[src/rtl/adaptive_filter_pkg.sv]
// Shared types and constants for the adaptive_filter datapath and its control front-end.
package adaptive_filter_pkg;

    typedef enum logic [1:0] {
        RUN    = 2'd0,
        DRAIN  = 2'd1,
        FLUSH  = 2'd2,
        WARMUP = 2'd3
    } af_ctrl_state_t;

    localparam logic AF_MODE_DIFF   = 1'b0;
    localparam logic AF_MODE_INTEGR = 1'b1;

endpackage

[src/rtl/adaptive_filter_ctrl.sv]
// Mode-switch sequencer: drains, flushes and re-warms adaptive_filter on every effective mode change.
// Sample path latency 2 cycles; upstream stalled for 1+FLUSH_CYCLES cycles per mode change.
module adaptive_filter_ctrl
    import adaptive_filter_pkg::*;
#(
    parameter int DATA_WIDTH     = 14,
    parameter int FLUSH_CYCLES   = 2,
    parameter int WARMUP_SAMPLES = 10
) (
    input  logic                  clk,
    input  logic                  srst,
    input  logic                  mode_req,
    input  logic                  mode_req_valid,
    output logic                  mode_req_ready,
    input  logic [DATA_WIDTH-1:0] s_tdata,
    input  logic                  s_tvalid,
    output logic                  s_tready,
    output logic [DATA_WIDTH-1:0] m_tdata,
    output logic                  m_tvalid,
    output logic                  f_srst,
    output logic                  f_ctrl,
    output logic [DATA_WIDTH-1:0] f_s_tdata,
    output logic                  f_s_tvalid,
    input  logic [DATA_WIDTH-1:0] f_m_tdata,
    input  logic                  f_m_tvalid,
    output logic                  mode_cur,
    output logic                  busy
);

    localparam int FW = (FLUSH_CYCLES > 1) ? $clog2(FLUSH_CYCLES) : 1;
    localparam int WW = (WARMUP_SAMPLES > 0) ? $clog2(WARMUP_SAMPLES + 1) : 1;
    localparam logic [FW-1:0] FLUSH_LAST = FW'(FLUSH_CYCLES - 1);
    localparam logic [WW-1:0] WARM_LAST  = WW'((WARMUP_SAMPLES > 0) ? WARMUP_SAMPLES - 1 : 0);
    localparam af_ctrl_state_t RESET_STATE = (WARMUP_SAMPLES == 0) ? RUN : WARMUP;

    af_ctrl_state_t          r_state;
    af_ctrl_state_t          w_next_state;
    logic                    r_pend_mode;
    logic                    r_ctrl;
    logic [FW-1:0]           r_flush_cnt;
    logic [WW-1:0]           r_warm_cnt;
    logic                    r_m_tvalid;
    logic [DATA_WIDTH-1:0]   r_m_tdata;
    logic                    w_s_tready;
    logic                    w_req_rdy;
    logic                    w_mode_chg;
    logic                    w_out_en;

    always_ff @(posedge clk) begin
        if (srst) begin
            r_state <= RESET_STATE;
        end else begin
            r_state <= w_next_state;
        end
    end

    always_comb begin
        w_next_state = r_state;
        w_s_tready   = 1'b0;
        w_req_rdy    = 1'b0;
        w_mode_chg   = 1'b0;
        case (r_state)
            RUN: begin
                w_s_tready = 1'b1;
                w_req_rdy  = 1'b1;
                // A same-mode request is simply acknowledged and has no effect.
                if (mode_req_valid && (mode_req != r_ctrl)) begin
                    w_mode_chg   = 1'b1;
                    w_next_state = DRAIN;
                end
            end
            DRAIN: begin
                w_next_state = FLUSH;
            end
            FLUSH: begin
                if (r_flush_cnt == FLUSH_LAST) begin
                    w_next_state = (WARMUP_SAMPLES == 0) ? RUN : WARMUP;
                end
            end
            WARMUP: begin
                w_s_tready = 1'b1;
                if (f_m_tvalid && (r_warm_cnt == WARM_LAST)) begin
                    w_next_state = RUN;
                end
            end
            default: begin
                w_next_state = RESET_STATE;
            end
        endcase
    end

    // DRAIN still forwards, so the last old-mode output survives the switch.
    assign w_out_en = (r_state == RUN) || (r_state == DRAIN);

    always_ff @(posedge clk) begin
        if (srst) begin
            r_pend_mode <= AF_MODE_DIFF;
            r_ctrl      <= AF_MODE_DIFF;
            r_flush_cnt <= '0;
            r_warm_cnt  <= '0;
            r_m_tvalid  <= 1'b0;
            r_m_tdata   <= '0;
        end else begin
            if (w_mode_chg) begin
                r_pend_mode <= mode_req;
            end
            if (r_state == DRAIN) begin
                r_ctrl <= r_pend_mode;
            end
            if (r_state == FLUSH) begin
                r_flush_cnt <= (r_flush_cnt == FLUSH_LAST) ? '0 : r_flush_cnt + FW'(1);
            end
            if ((r_state == WARMUP) && f_m_tvalid) begin
                r_warm_cnt <= (r_warm_cnt == WARM_LAST) ? '0 : r_warm_cnt + WW'(1);
            end
            r_m_tvalid <= f_m_tvalid & w_out_en;
            if (f_m_tvalid && w_out_en) begin
                r_m_tdata <= f_m_tdata;
            end
        end
    end

    assign s_tready       = w_s_tready;
    assign mode_req_ready = w_req_rdy;
    assign f_srst         = srst | (r_state == FLUSH);
    assign f_ctrl         = r_ctrl;
    assign mode_cur       = r_ctrl;
    assign f_s_tdata      = s_tdata;
    assign f_s_tvalid     = s_tvalid & w_s_tready;
    assign m_tvalid       = r_m_tvalid;
    assign m_tdata        = r_m_tdata;
    assign busy           = (r_state != RUN);

endmodule

[config.mk]
export PLATFORM = sky130hd
export DESIGN_NAME = adaptive_filter_ctrl
export DESIGN_NICKNAME = d
export VERILOG_FILES = /design/src/rtl/adaptive_filter_pkg.sv /design/src/rtl/adaptive_filter_ctrl.sv
export SDC_FILE = /design/constraint.sdc
export NUM_CORES = 1
export LEC_CHECK = 0
export ABC_AREA = 1
export ABC_CLOCK_PERIOD_IN_PS = 1850
export BUFFER_PORTS_ARGS = -buffer_cell sky130_fd_sc_hd__buf_2
export CAP_MARGIN = 40
export CORE_UTILIZATION = 44
export CTS_BUF_LIST = sky130_fd_sc_hd__clkbuf_4
export DETAILED_ROUTE_END_ITERATION = 12
export PLACE_DENSITY = 0.79
export SETUP_SLACK_MARGIN = 0.2
export SLEW_MARGIN = 20
export SYNTH_ARGS = -nofsm -noshare
export SYNTH_HDL_FRONTEND = slang
export SYNTH_SLANG_ARGS = --single-unit
export TNS_END_PERCENT = 20
[constraint.sdc]
create_clock -name clk -period 1.85 [get_ports clk]
set_input_delay 0.185 -clock clk [delete_from_list [all_inputs] [get_ports clk]]
set_output_delay 0.185 -clock clk [all_outputs]
set_load 0.01 [all_outputs]
# Yosys cells after proc, flatten, opt, wreduce, memory -nomap -nowiden
# Cells that the tools add are included.
[word_totals] ff_bits=24 input_bits=34 out_inout_bits=36 elab_cells=39
[op_classes] addsub=2 eq_ne=8 muxes=10 bitwise_logic=3 reduce_logical=9
[op_table] cell="$pmux 2 s4" count=1
[op_table] cell="$mux 2" count=3
[op_table] cell="$ne 2x2->1 const B" count=3
[op_table] cell="$mux 1" count=5
[op_table] cell="$add 4x1->4 const B" count=1
[op_table] cell="$eq 2x2->1 const B" count=2
[op_table] cell="$eq 4x4->1 const B" count=1
[op_table] cell="$logic_and 1x1->1" count=4
[op_table] cell="$mux 4" count=1
[op_table] cell="$reduce_and 3->1" count=1
[op_table] cell="$and 1x1->1" count=2
[op_table] cell="$eq 2x1->1 const B" count=1
[op_table] cell="$logic_not 2->1" count=1
[op_table] cell="$reduce_bool 2->1" count=1
[op_table] cell="$reduce_or 2->1" count=1
[op_table] cell="$add 1x1->1 const B" count=1
[op_table] cell="$logic_or 1x1->1" count=1
[op_table] cell="$ne 1x1->1" count=1
[op_table] cell="$or 1x1->1" count=1

# Depth between registers and ports, before layout
[depth] depth_word=4 mapped_depth=7

# Worst setup path before layout
# No wires, ideal clock.
[synth_timing] kind="reg2reg" from="register r_state[0]" to="register r_m_tdata[10], in the netlist m_tdata[10]" setup_ns=0.116 arrival_time_ns=1.251 required_time_ns=1.734 path_slack_ns=0.483 stages_incl_launch_ff=8 path_buffers=1 synth_period_minus_slack_ns=1.367 cell_sequence="dfxtp_1 > inv_1 > ha_1 > o21ai_4 > inv_4 > buf_12 > nor2_2 > nor2_1"
[synth_between] elab_chain_len=3
[synth_lines] item="start: declaration" line="adaptive_filter_ctrl.sv:36" rtl="af_ctrl_state_t r_state;"
[synth_lines] item="start signal: assignment" line="adaptive_filter_ctrl.sv:53" rtl="r_state <= w_next_state;"
[synth_lines] item="$eq 2x1->1 or $logic_not 2->1 (tied branches)" line="adaptive_filter_ctrl.sv:93" rtl="assign w_out_en = (r_state == RUN) || (r_state == DRAIN);"
[synth_lines] item="$logic_or 1x1->1 (*)" line="adaptive_filter_ctrl.sv:93"
[synth_lines] item="$logic_and 1x1->1 (*)" line="adaptive_filter_ctrl.sv:117" rtl="if (f_m_tvalid && w_out_en) begin"
[synth_lines] item="end signal: assignment" line="adaptive_filter_ctrl.sv:118" rtl="r_m_tdata <= f_m_tdata;"
[synth_lines] item="end: declaration" line="adaptive_filter_ctrl.sv:43" rtl="logic [DATA_WIDTH-1:0] r_m_tdata;"
# Mark *: on every way between the ends. The rest lies on a longest branch, timed or not.
# A chain may end at the register's enable or synchronous reset.

# Worst setup path in the final report
[layout_timing] from="register r_state[0]" to="output port f_s_tvalid"
[layout_between] elab_chain_len=4
[layout_lines] item="$eq 2x2->1 or $logic_not 2->1 (tied branches)" line="adaptive_filter_ctrl.sv:62" rtl="case (r_state)"
[layout_lines] item="$reduce_or 2->1 (no source line) (*)"
[layout_lines] item="$mux 1 (*)" line="adaptive_filter_ctrl.sv:62"
[layout_lines] item="$and 1x1->1 (*)" line="adaptive_filter_ctrl.sv:129" rtl="assign f_s_tvalid = s_tvalid & w_s_tready;"
[layout_lines] item="end: declaration" line="adaptive_filter_ctrl.sv:23" rtl="output logic f_s_tvalid,"
# Marks and branches as above.

==> metrics <==
violation count after the first detailed-routing iteration=10; Setup Buffers After CTS=0; Clk pin slew, worst setup/hold paths=0.13 ns; Chip Height=~54 um; share of the clock period used by the worst path=84.2%; Synth-to-Final Area Change=13.3%; Crit Path Class=reg2out; number of global-route vias before repair=roughly 910; Pleak=around 0.00065 uW; most frequent cells in the layout=sky130_fd_sc_hd__buf_2 (41), sky130_fd_sc_hd__nor2_1 (25), sky130_fd_sc_hd__dfxtp_1 (24), sky130_fd_sc_hd__o21ai_0 (18), sky130_fd_sc_hd__inv_1 (12); Slew Limit Fails=0; synthesized instance count=between 100 and 150; Final TNS setup=0 ns; via density per instance=4.80; Setup violations, final=0; power per unit of standard cell area=~1400 mW/mm^2; number of instances resized during post-cts repair=0; count of warnings emitted by yosys=0; cell count after placement=200; RSZ-0062 raised after global routing=false; Buf+Inv Stages, Crit Path=2; Initial Utilization=a little under half; final routed wirelength across all metal layers=approximately 2300 um; maximum number of pins on one net before global-route repair=22; element type at the critical path end=output port; flip-flop and latch count after synthesis=24; commonest non-fill, non-tap cell in the layout=sky130_fd_sc_hd__buf_2; critical path's largest stage delay=slightly above 0.4 ns; summed instance area of the synthesized netlist=0.00117 mm^2; die width=about 54 um; number of H-tree branching levels=1; number of antenna violations at the first check in global routing=0; max_slew headroom=66.0%; list of cells traversed by the critical path=inv_1 > ha_1 > nor2_1 > buf_2; sequential area share after synthesis=between 40% and 50%; TritonCTS clock tree=yes; CTS Root Buffer Type=sky130_fd_sc_hd__clkbuf_4; CTS Buffer Depth=2; post-route ant nets=0; clock latency reported for the late side of the worst-skew pair=just over 0.3 ns; overall global routing resource usage=about 16%; critical-path maximum fanout=4; number of port buffers=between 40 and 50; vias=989; maximum ir drop on the vdd rail=850 uV; first-pass GRT wire length=~3400 um; count of hold buffers inserted by post-cts repair=0; Die Outline Area=0.00288 mm^2; Slowest cell on crit path=sky130_fd_sc_hd__dfxtp_1; Final Hold Vio Count=0; Maximum Capacitance Violations=0; smallest hold slack=0.0870 ns; total clock sinks=24; drt wl/cell=roughly 11 um; Avg Synthesized Cell Area=around 7.9 um^2; type of the tightest min-delay check=in2reg; antenna diode count=0; CTS Buf Count=3; Max Clock Skew=0.00694 ns; Unique masters post-synth=22; time the final worst path needs with I/O delays and setup=between 1.5 and 2 ns; number of nets in the finished design=215; top-level I/O count=70; worst slew pin tran=around 0.51 ns; total grt overflow=0; Row Count=18; layout cells sized above 1=about 38%; Placer Congestion=0.744; result of the run=finished clean; maximum clock frequency=about 640 MHz; residual DRC count=0; first-pass detailed-route iteration total=4; worst path arrival time=1.37 ns; HPWL reported at the end of detailed placement=approximately 1700 um; startpoint class of the critical path=flop; final std cells w/o fill=roughly 200; critical path's top delay family=flip-flops; Data required, critical path=1.66 ns; number of nets in the synthesized netlist=around 190; core area=around 0.0025 mm^2
==> Yosys cell counts <==
master                     n  share of area [%]
sky130_fd_sc_hd__o21ai_0  18                7.7
sky130_fd_sc_hd__inv_1    12                3.8
sky130_fd_sc_hd__inv_4     1               0.53
sky130_fd_sc_hd__nand3_1   6                2.6
sky130_fd_sc_hd__o21ai_4   1                1.4
sky130_fd_sc_hd__nor2_4    1               0.96
sky130_fd_sc_hd__nand2_2   2                1.1
sky130_fd_sc_hd__nand2_1  10                3.2
sky130_fd_sc_hd__nor3_1    3                1.3
sky130_fd_sc_hd__a21oi_1   5                2.1
sky130_fd_sc_hd__nor2_1   25                8.0
sky130_fd_sc_hd__or2_2     1               0.53
sky130_fd_sc_hd__buf_4    15                9.6
sky130_fd_sc_hd__nand4_1   3                1.6
sky130_fd_sc_hd__buf_12    1                1.7
sky130_fd_sc_hd__inv_2     1               0.32
sky130_fd_sc_hd__dfxtp_1  24                 41
sky130_fd_sc_hd__nand3_2   1               0.85
sky130_fd_sc_hd__ha_1      4                4.3
sky130_fd_sc_hd__buf_6     1               0.96
sky130_fd_sc_hd__nor2_2   11                5.9
sky130_fd_sc_hd__buf_2     2               0.85
==> worst register-to-register path, stage by stage (launching register included) <==
cell	delay, ns
sky130_fd_sc_hd__dfxtp_1	0.41
sky130_fd_sc_hd__inv_1	0.09
sky130_fd_sc_hd__ha_1	0.28
sky130_fd_sc_hd__o21ai_4	0.25
sky130_fd_sc_hd__buf_4	0.18
sky130_fd_sc_hd__o21ai_0	0.08
sky130_fd_sc_hd__nor2_1	0.11
==> metal layers <==
layer	share of wire, %	GRT usage (%)
met5	0	0
met4	1.9	9.21
met3	7.9	4.52
met2	46	31.3
met1	44	15.6
==> worst paths after layout <==
kind                             startpoint             to  slack [ns]  cells past startpoint
worst min-delay path                   srst  r_warm_cnt[1]        0.09                      2
worst max register to register   r_state[0]     m_tdata[5]        0.40                      6
worst max-delay path             r_state[0]     f_s_tvalid        0.29                      4
worst min register to register  r_pend_mode         f_ctrl        0.47                      2
==> metrics by stage <==
stage               utilization, %  total power, uW  setup slack, ns  area (um^2)
floorplan                        -             1330            0.483         1170
global placement              50.6             1440            0.389         1260
detailed placement            50.6             1480            0.287         1260
CTS                           52.7             1860            0.280         1320
global route                  53.3             2010            0.213         1330
finish                        53.3             1860            0.292         1330
==> cell families after synthesis <==
family          share of synthesized area (%)
fa+ha+maj                                4.26
simple gates                             25.9
compound gates                           11.2
buf+inv                                  17.8
flops                                    40.9
==> area by class of cell <==
type | instances | area, um^2
clock buffers | 3 | 22.5
clock inverters | 1 | 30.0
fillers | 237 | 1170
inverters | 14 | 55.1
multi-input cells | 91 | 485
flip-flops and latches | 24 | 480
well taps | 30 | 37.5
repair buffers | 43 | 220
==> sequential cells by signal, summed over array words and instances (netlist names) <==
signal	count
f_ctrl	1
r_state	2
r_warm_cnt	4
r_pend_mode	1
r_flush_cnt	1
m_tvalid	1
m_tdata	14
==> where the power goes <==
part           internal [uW]  total, uW  switching, uW
Clock                    219        375            156
Combinational            313        752            439
Sequential               643        728           84.7
Total                   1180       1860            680
No activity file was read; power rests on OpenSTA's default activity.
